<file path="src/rtl/arp_tx_sched.sv">
// ARP transmit scheduler.
// Arbitrates between ARP reply requests (receive path) and resolve requests (cache-miss
// logic), builds the header fields for the 28-byte ARP frame transmitter, pulses tx_start and
// follows the transmitter busy flag to completion. It also owns the single outstanding
// resolve: its retry timer, its attempt counter, and its cancellation on resolution.
//
// Ports:
//   clk, rst_n            clock, synchronous active-low reset
//   local_mac, local_ip   own addresses, sampled at grant
//   rep_valid/mac/ip      reply request; rep_ready high in the cycle it is granted
//   req_valid/ip          resolve request; req_ready high in the cycle it is accepted
//   resolve_valid/ip      cache learned a mapping; cancels a matching pending request
//   req_fail, fail_ip     one-cycle pulse when the pending request is abandoned
//   tx_start, tx_busy     transmitter handshake
//   hdr_type .. target_ip_addr  frame fields, stable from grant until back in idle
//   busy                  scheduler not idle
module arp_tx_sched #(
   parameter int unsigned RETRY_CYCLES = 1000,
   parameter int unsigned MAX_TRIES    = 3,
   parameter int unsigned TIMER_W      = 16
) (
   input  logic        clk,
   input  logic        rst_n,
   input  logic [47:0] local_mac,
   input  logic [31:0] local_ip,
   input  logic        rep_valid,
   input  logic [47:0] rep_mac,
   input  logic [31:0] rep_ip,
   output logic        rep_ready,
   input  logic        req_valid,
   input  logic [31:0] req_ip,
   output logic        req_ready,
   input  logic        resolve_valid,
   input  logic [31:0] resolve_ip,
   output logic        req_fail,
   output logic [31:0] fail_ip,
   output logic        tx_start,
   input  logic        tx_busy,
   output logic [15:0] hdr_type,
   output logic [15:0] proto_type,
   output logic [7:0]  hdr_addr_length,
   output logic [7:0]  pro_addr_length,
   output logic [15:0] operation,
   output logic [47:0] send_hdr_addr,
   output logic [31:0] send_ip_addr,
   output logic [47:0] target_hdr_addr,
   output logic [31:0] target_ip_addr,
   output logic        busy
);

   localparam int unsigned ATT_W = $clog2(MAX_TRIES + 1);
   localparam logic [ATT_W-1:0]   MaxTries  = ATT_W'(MAX_TRIES);
   localparam logic [TIMER_W-1:0] RetryLoad = TIMER_W'(RETRY_CYCLES);

   typedef enum logic [1:0] {StIdle, StStart, StWaitBusy, StWaitDone} state_e;

   state_e               state_q, state_d;
   logic                 pend_valid_q, pend_valid_d;
   logic [31:0]          pend_ip_q, pend_ip_d;
   logic [ATT_W-1:0]     attempts_q, attempts_d;
   logic [TIMER_W-1:0]   timer_q, timer_d;
   logic                 last_grant_q, last_grant_d;  // 1: reply class granted last
   logic                 cur_req_q, cur_req_d;        // frame in flight is a resolve request

   logic [15:0] hdr_type_q, proto_type_q, operation_q;
   logic [7:0]  hdr_len_q, pro_len_q;
   logic [47:0] sha_q, tha_q;
   logic [31:0] spa_q, tpa_q;

   logic in_idle, resolve_hit, retry_due, req_new, rep_cand, req_cand;
   logic grant_rep, grant_req, give_up, frame_done;

   // Arbitration and pending-request control. rst_n gates the handshakes so that nothing is
   // accepted in a cycle whose grant the reset will discard.
   always_comb begin
      in_idle     = (state_q == StIdle);
      resolve_hit = resolve_valid & pend_valid_q & (resolve_ip == pend_ip_q);
      retry_due   = pend_valid_q & (timer_q == '0) & (attempts_q < MaxTries) & ~resolve_hit;
      req_new     = req_valid & ~pend_valid_q;
      rep_cand    = rst_n & in_idle & rep_valid;
      req_cand    = rst_n & in_idle & (req_new | retry_due);
      grant_rep   = rep_cand & (~req_cand | ~last_grant_q);
      grant_req   = req_cand & ~grant_rep;
      give_up     = rst_n & in_idle & pend_valid_q & (timer_q == '0) &
                    (attempts_q == MaxTries) & ~resolve_hit;
      frame_done  = (state_q == StWaitDone) & ~tx_busy;
   end

   always_comb begin
      state_d      = state_q;
      last_grant_d = last_grant_q;
      cur_req_d    = cur_req_q;
      unique case (state_q)
         StIdle: begin
            if (grant_rep || grant_req) begin
               state_d      = StStart;
               last_grant_d = grant_rep;
               cur_req_d    = grant_req;
            end
         end
         StStart:    state_d = StWaitBusy;
         StWaitBusy: if (tx_busy) state_d = StWaitDone;
         StWaitDone: if (!tx_busy) state_d = StIdle;
         default:    state_d = StIdle;
      endcase
   end

   always_comb begin
      pend_valid_d = pend_valid_q;
      pend_ip_d    = pend_ip_q;
      attempts_d   = attempts_q;
      timer_d      = timer_q;
      if (pend_valid_q && (timer_q != '0)) timer_d = timer_q - TIMER_W'(1);
      if (resolve_hit || give_up) pend_valid_d = 1'b0;
      if (grant_req) begin
         if (req_new) begin
            pend_valid_d = 1'b1;
            pend_ip_d    = req_ip;
            attempts_d   = ATT_W'(1);
            timer_d      = '0;
         end else begin
            attempts_d = attempts_q + ATT_W'(1);
         end
      end
      // A request resolved while its frame was in flight gets no retry window.
      if (frame_done && cur_req_q && pend_valid_q && !resolve_hit) timer_d = RetryLoad;
   end

   always_ff @(posedge clk) begin
      if (!rst_n) begin
         state_q      <= StIdle;
         pend_valid_q <= 1'b0;
         pend_ip_q    <= '0;
         attempts_q   <= '0;
         timer_q      <= '0;
         last_grant_q <= 1'b0;
         cur_req_q    <= 1'b0;
         hdr_type_q   <= '0;
         proto_type_q <= '0;
         hdr_len_q    <= '0;
         pro_len_q    <= '0;
         operation_q  <= '0;
         sha_q        <= '0;
         spa_q        <= '0;
         tha_q        <= '0;
         tpa_q        <= '0;
      end else begin
         state_q      <= state_d;
         pend_valid_q <= pend_valid_d;
         pend_ip_q    <= pend_ip_d;
         attempts_q   <= attempts_d;
         timer_q      <= timer_d;
         last_grant_q <= last_grant_d;
         cur_req_q    <= cur_req_d;
         if (grant_rep || grant_req) begin
            hdr_type_q   <= 16'h0001;
            proto_type_q <= 16'h0800;
            hdr_len_q    <= 8'd6;
            pro_len_q    <= 8'd4;
            sha_q        <= local_mac;
            spa_q        <= local_ip;
            operation_q  <= grant_rep ? 16'd2 : 16'd1;
            tha_q        <= grant_rep ? rep_mac : 48'd0;
            tpa_q        <= grant_rep ? rep_ip : (req_new ? req_ip : pend_ip_q);
         end
      end
   end

   assign rep_ready       = grant_rep;
   assign req_ready       = grant_req & req_new;
   assign req_fail        = give_up;
   assign fail_ip         = give_up ? pend_ip_q : 32'd0;
   assign tx_start        = (state_q == StStart);
   assign busy            = (state_q != StIdle);
   assign hdr_type        = hdr_type_q;
   assign proto_type      = proto_type_q;
   assign hdr_addr_length = hdr_len_q;
   assign pro_addr_length = pro_len_q;
   assign operation       = operation_q;
   assign send_hdr_addr   = sha_q;
   assign send_ip_addr    = spa_q;
   assign target_hdr_addr = tha_q;
   assign target_ip_addr  = tpa_q;

endmodule

</file>
<file path="config.mk">
export PLATFORM = sky130hd
export DESIGN_NAME = arp_tx_sched
export DESIGN_NICKNAME = d
export VERILOG_FILES = /design/src/rtl/arp_tx_sched.sv
export SDC_FILE = /design/constraint.sdc
export NUM_CORES = 1
export LEC_CHECK = 0
export ABC_AREA = 1
export CORE_AREA = 2 2 192 194
export CTS_BUF_LIST = sky130_fd_sc_hd__clkbuf_4 sky130_fd_sc_hd__clkbuf_8
export DETAILED_ROUTE_END_ITERATION = 7
export DIE_AREA = 0 0 194 196
export SETUP_SLACK_MARGIN = 0.4
export SYNTH_ARGS = -nofsm -noshare
export SYNTH_HDL_FRONTEND = slang
export SYNTH_SLANG_ARGS = --single-unit
</file>
<file path="constraint.sdc">
create_clock -name clk -period 2.8 [get_ports clk]
set_input_delay 0.42 -clock clk [delete_from_list [all_inputs] [get_ports clk]]
set_output_delay 0.42 -clock clk [all_outputs]
set_load 0.05 [all_outputs]
</file>
After elaboration in Yosys (flattened, before gate mapping) --
Index checks and enable logic that the tools add are counted.
Word-level totals: register bits after elaboration 233, bits of input ports 230, output and inout bits 261
Cells by class: add/sub/neg operators 2, magnitude comparators 1, equality and inequality tests 8, multiplexer cells 17, bitwise logic cells 26, reductions and logical operators 14
Operators by type and width (number):
- $mux W32 | 3
- $mux W16 | 3
- $mux W48 | 1
- $eq A32 B32 Y1 | 1
- $and A1 B1 Y1 | 17
- $logic_not A16 Y1 | 1
- $reduce_bool A16 Y1 | 1
- $sub A16 B1 Y16 const B | 1
- $mux W10 | 1
- $mux W2 | 5
- $pmux W2 S4 | 1
- $not A1 Y1 | 7
- $eq A2 B2 Y1 const B | 3
- $logic_and A1 B1 Y1 | 4
- $ne A2 B2 Y1 const B | 2
- $mux W1 | 3
- $reduce_and A3 Y1 | 1
- $add A2 B1 Y2 const B | 1
- $eq A2 B1 Y1 const B | 1
- $logic_not A2 Y1 | 1
- $logic_or A1 B1 Y1 | 2
- $lt A2 B2 Y1 const B | 1
- $ne A2 B1 Y1 const B | 1
- $or A1 B1 Y1 | 2
- other kinds (4) | 4

Longest topological paths before layout --
Gate-level depths: netlist of run 1.
word-level depth 14, gate-level depth with buffers 20, depth with buffers taken out 18

Worst setup path before layout of run 1 --
Ideal clock, no wire load.
path kind register -> output, start point reg timer_q[5], end point out fail_ip[22], data arrival time 1.991 ns, data required time 2.380 ns, slack 0.389 ns, cell stages (with the launch flop) 11, path buffers 1, path through dfxtp_1 nor2_1 nand2_1 nor2_1 inv_1 nor4_1 nand4_1 inv_1 nand2_1 clkbuf_1 nor2_1
On the way: cells in the longest elaborated chain, start to end 5
RTL lines:
- start: declaration | RTL line 61 | logic [TIMER_W-1:0] timer_q, timer_d;
- start signal: assignment | RTL line 152 | timer_q <= timer_d;
- $logic_not A16 Y1 | RTL line 84 | give_up = rst_n & in_idle & pend_valid_q & (timer_q == '0) &
- $and A1 B1 Y1 (2 in series) | RTL line 84
- $and A1 B1 Y1 | RTL line 85 | (attempts_q == MaxTries) & ~resolve_hit;
- $mux W32 | RTL line 172 | assign fail_ip = give_up ? pend_ip_q : 32'd0;
- end: declaration | RTL line 36 | output logic [31:0] fail_ip,
No other way between the ends.

Worst setup path after layout of run 1 --
start point in resolve_ip[8], end point out fail_ip[24]
On the way: cells in the longest elaborated chain, start to end 5
RTL lines:
- start: declaration | RTL line 34 | input logic [31:0] resolve_ip,
- $eq A32 B32 Y1 | RTL line 77 | resolve_hit = resolve_valid & pend_valid_q & (resolve_ip == pend_ip_q);
- $and A1 B1 Y1 | RTL line 77
- $not A1 Y1 | RTL line 85
- $and A1 B1 Y1 | RTL line 85
- $mux W32 | RTL line 172
No other way between the ends.

==> results, run 1 <==
- Power comes to 15.8 mW.
- The endpoint type of the worst setup path is an output pin.
- The critical path launch point type is an input pin.
- Across every metal layer, demand over resource in global routing totals 19.2%.
- The number of clock buffers added by TritonCTS is 41.
- The count of final max-slew check failures is 0.
- The total negative setup slack is -139 ps.
- Walking the worst path, the cells encountered are clkdlybuf4s50_1 > inv_1 > o21ai_0 > or2_4 > nor4_4 > nand4_1 > nand2_4 > buf_16 > nor2_4 > buf_8.
- The number of port buffers is 433.
- The count of distinct cell types in the synthesized netlist is 32.
- Data on the critical path arrives at its endpoint at 2410 ps.
- The clock tree from TritonCTS is done.
- Summed over all instances, the cell type with the most area after synthesis is dfxtp_1.
- The largest individual stage delay along the critical path comes from the cell clkdlybuf4s50_1.
- The category of the critical setup timing path is input pin to output pin.
- The peak supply drop is 0.636 mV.
- Global routing finished with a remaining overflow of 0.
- The checks that failed: setup timing.
- Setup repair after global routing could not meet its margin everywhere.
- The post-route antenna net violation count is 0.
- The overall die width is 194 µm.
- At the end of the flow, the number of nets in the layout was 2164.
- The number of DRC violations after detailed routing is 0.
- The area of the die is 38000 µm².
- The final weighted congestion of routability-driven global placement is 0.941.
- For this design the top-level I/O count stands at 491.
- The number of placed cells counting well taps is 2313.
- By area the synthesized netlist is led by dfxtp_1 (43%), nand2_1 (12%), nor2_1 (9.0%).
- The mean instance size in the synthesized netlist is 6.99 µm².
- Counting both buffers and inverters, the worst setup path holds a total of 4.
- For this run, the top clock speed supported by timing is 353 MHz.
- The floorplan step set the die height to 196 µm.
- The initial utilization of the core area, before any placement, comes to 28.3%.
- The leading cell type in the layout, fill and taps excluded is clkdlybuf4s50_1.
- The area of the core is 36100 µm².
- The clock drives 218 sinks.
- The number of buffers on the longest clock path is 3.
- The count of yosys warnings during synthesis is 0.
- Combinational logic burns 50.6% of the power.
- With fillers left out, the area of the finished cells amounts to 17200 µm².
- The run finished, with violations left.
- Entering global routing, the biggest net connects 104 pins.
- The worst path setup slack after routing is -33.4 ps.
- The tool flagged a number of max-cap violations equal to 0.
- The root buffer cell is clkbuf_8.
- The initial detailed-routing violation count is 452.
- The detailed router placed 11168 vias in this run.
- The later pin in the worst-skew pair is clocked with a latency of 560 ps.
- In this run the static leakage power is 7.32 nW.
- The number of antenna violations at the first check in global routing was 0.
- For this run, the slowest stage of the critical path takes 480 ps.
- The post-route netlist has 18.3% of its cells at a drive strength greater than 1.
- The first-pass GRT wire length is 58.6 mm.
- The clock network fraction of total power is 22.2%.
- Sequential cells burn 27.2% of the power.
- After synthesis the netlist holds a flip-flop and latch count of 218.
- Before CTS, the worst setup slack after placement is -143 ps.
- The slew at the pin closest to its max-slew limit is 1140 ps.
- The cell family contributing the most delay on the critical path is simple AND/OR/NAND/NOR gates.
- The setup-violating endpoint count in the final report is 19.
- In the finished design, the share of the clock period the worst path needs comes to 101%.
- In this run the worst path has a maximum fanout of 8.
- Using the TritonRoute via totals, the vias-per-cell ratio works out to 4.61.
- The number of global-route vias before repair is 10801.
- The post-synthesis instance area is 10200 µm².
- Headroom to the max-slew limit came out at 24.1%.
- The required time of the critical path is 2380 ps.
- The antenna diode instance count is 0.
- The total detailed-routing wirelength is 40.9 mm.
- The number of flops mapped to enable cells by yosys is 0.
- The switching power as a share of total power is 43.8%.
- The number of cells produced by synthesis is 1459.
- The library cells used most frequently in the layout, excluding fill and tap cells, are clkdlybuf4s50_1 (390), nand2_1 (298), nor2_1 (218).
- The time the worst path needs with I/O delays and setup is 2830 ps.
- The internal power is 8.86 mW.
- The level count of the clock H-tree is 2.
- The wire-length estimate of the detail-placed layout is 27.1 mm.
- The min-delay analysis places its worst path in the category input pin to flip-flop.
- The share of async-settable or async-resettable flops after synthesis is 0%.
- The clock arrives with 24.4 ps of skew.
- Summing all placed instances gives a cell area of 14700 µm².
- The areal power density over the cells is 917 nW/µm².
- The share of the synthesized area in the top cell type is 42.8%.
- After clock tree synthesis, the clock-pin slew on the worst setup and hold paths is 60 ps.
- The first-pass detailed-route iteration total is 4.
- The hold violation count in the final report is 0.
- Once layout is complete, the cells apart from fillers number 2424.
- The sequential fraction of the synthesis area is 42.8%.
- From synthesis to final layout, the design area changed by 68.6%.
- The power dissipated by switching net loads is 6.91 mW.
- The initialized floorplan defines 70 standard-cell rows.
- The detail-routed net length per standard cell is 16.9 µm.
- Among all flip-flop cells after synthesis, the most frequent one is dfxtp_1.
cell type report:
type	instances	area, µm²
repair buffers	509	5540
clock inverters	5	62.6
well taps	468	586
fillers	3516	18900
inverters	127	497
flip-flops and latches	218	4400
multi-input cells	1029	5230
clock buffers	68	880
per-stage QoR:
stage	hold slack [ps]	util, %
after floorplan	441	-
after global placement	446	40.8
after detailed placement	453	40.8
after CTS	206	44.8
after global routing	236	47.6
final	252	47.6
cells by family after synthesis:
group	after synthesis	synth area share, %
AND/OR/NAND/NOR	727	29.7
buffers and inverters	268	13.8
AO/OA/AOI/OAI	221	11.2
flip-flops	218	42.8
XOR/XNOR	16	1.37
adder cells (fa/ha/maj)	8	0.982
other	1	0.0368
worst min-delay path: cells and delay by family:
| kind | cells | cell delay (ps) |
|---|---|---|
| and+or+nand+nor | 1 | 100 |
| buffers and inverters | 2 | 240 |
power by group through the flow:
stage          Combinational, mW  Sequential, mW  Clock (mW)
2_1_floorplan               2.63            6.23           0
3_3_place_gp                6.81            4.28           0
3_5_place_dp                6.84            4.29           0
4_1_cts                     7.10            4.25        3.61
5_1_grt                     8.47            4.39        3.73
6_report                    7.98            4.30        3.50
routing by layer:
metal,wire length [µm],part of all wire (%),vias to the layer above,global-route usage (%)
met5,0,0,-,0
met4,1600,3.9,0,8.36
met3,3410,8.3,100,6.10
met2,19300,47,468,32.3
met1,16600,41,5141,22.4
li1,-,-,5459,-
sequential cells by signal, indices dropped and copies added, names as in the netlist, 2 cells and up:
| register | cells |
|---|---|
| timer_q | 16 |
| send_ip_addr | 32 |
| state_q | 2 |
| target_ip_addr | 32 |
| pend_ip_q | 32 |
| operation | 2 |
| send_hdr_addr | 48 |
| target_hdr_addr | 48 |
| attempts_q | 2 |
synth_stat cells (2+ instances only):
cell type and count:
buf_6 7, o2111ai_1 3, nand4_1 12, inv_1 109, dfxtp_1 218, xor2_1 10, nand3_1 82, inv_2 18
a211oi_1 2, nand2_1 335, clkbuf_1 32, a21oi_1 82, nor4_1 5, nor3_1 7, buf_1 2, o21ai_0 125
nor3b_1 2, nor2_1 245, a31o_2 4, buf_4 91, nand2_2 3, nand3b_1 33, o22ai_1 3, buf_2 9
xnor2_1 6, ha_1 8
final timing paths:
| check | startpoint | depth (start not counted) | endpoint | slack [ps] |
|---|---|---|---|---|
| hold / removal | rst_n | 3 | target_ip_addr[13] | 250 |
| setup / recovery | resolve_ip[8] | 10 | fail_ip[24] | -30 |
| hold reg to reg | target_hdr_addr[20] | 2 | target_hdr_addr[20] | 460 |
| setup reg to reg | pend_ip_q[30] | 20 | pend_ip_q[19] | 350 |
repair_timing:
item                                    CTS  global route
setup buffers                             9            11
cloned                                    1            17
hold buffers                              0             0
pin swaps                                 8            45
endpoints found under the setup margin   37           231
gates resized for setup                 122           183
(Power assumes the default switching activity.)
==> run 2, diff against run 1 <==
--- a/config.mk
+++ b/config.mk
@@ -10,6 +10,7 @@
 export CTS_BUF_LIST = sky130_fd_sc_hd__clkbuf_4 sky130_fd_sc_hd__clkbuf_8
 export DETAILED_ROUTE_END_ITERATION = 7
 export DIE_AREA = 0 0 194 196
+export GPL_ROUTABILITY_DRIVEN = 1
 export SETUP_SLACK_MARGIN = 0.4
 export SYNTH_ARGS = -nofsm -noshare
 export SYNTH_HDL_FRONTEND = slang
==> results of run 2 <==
The final DEF is identical to that of run 1; final timing and power are the same.
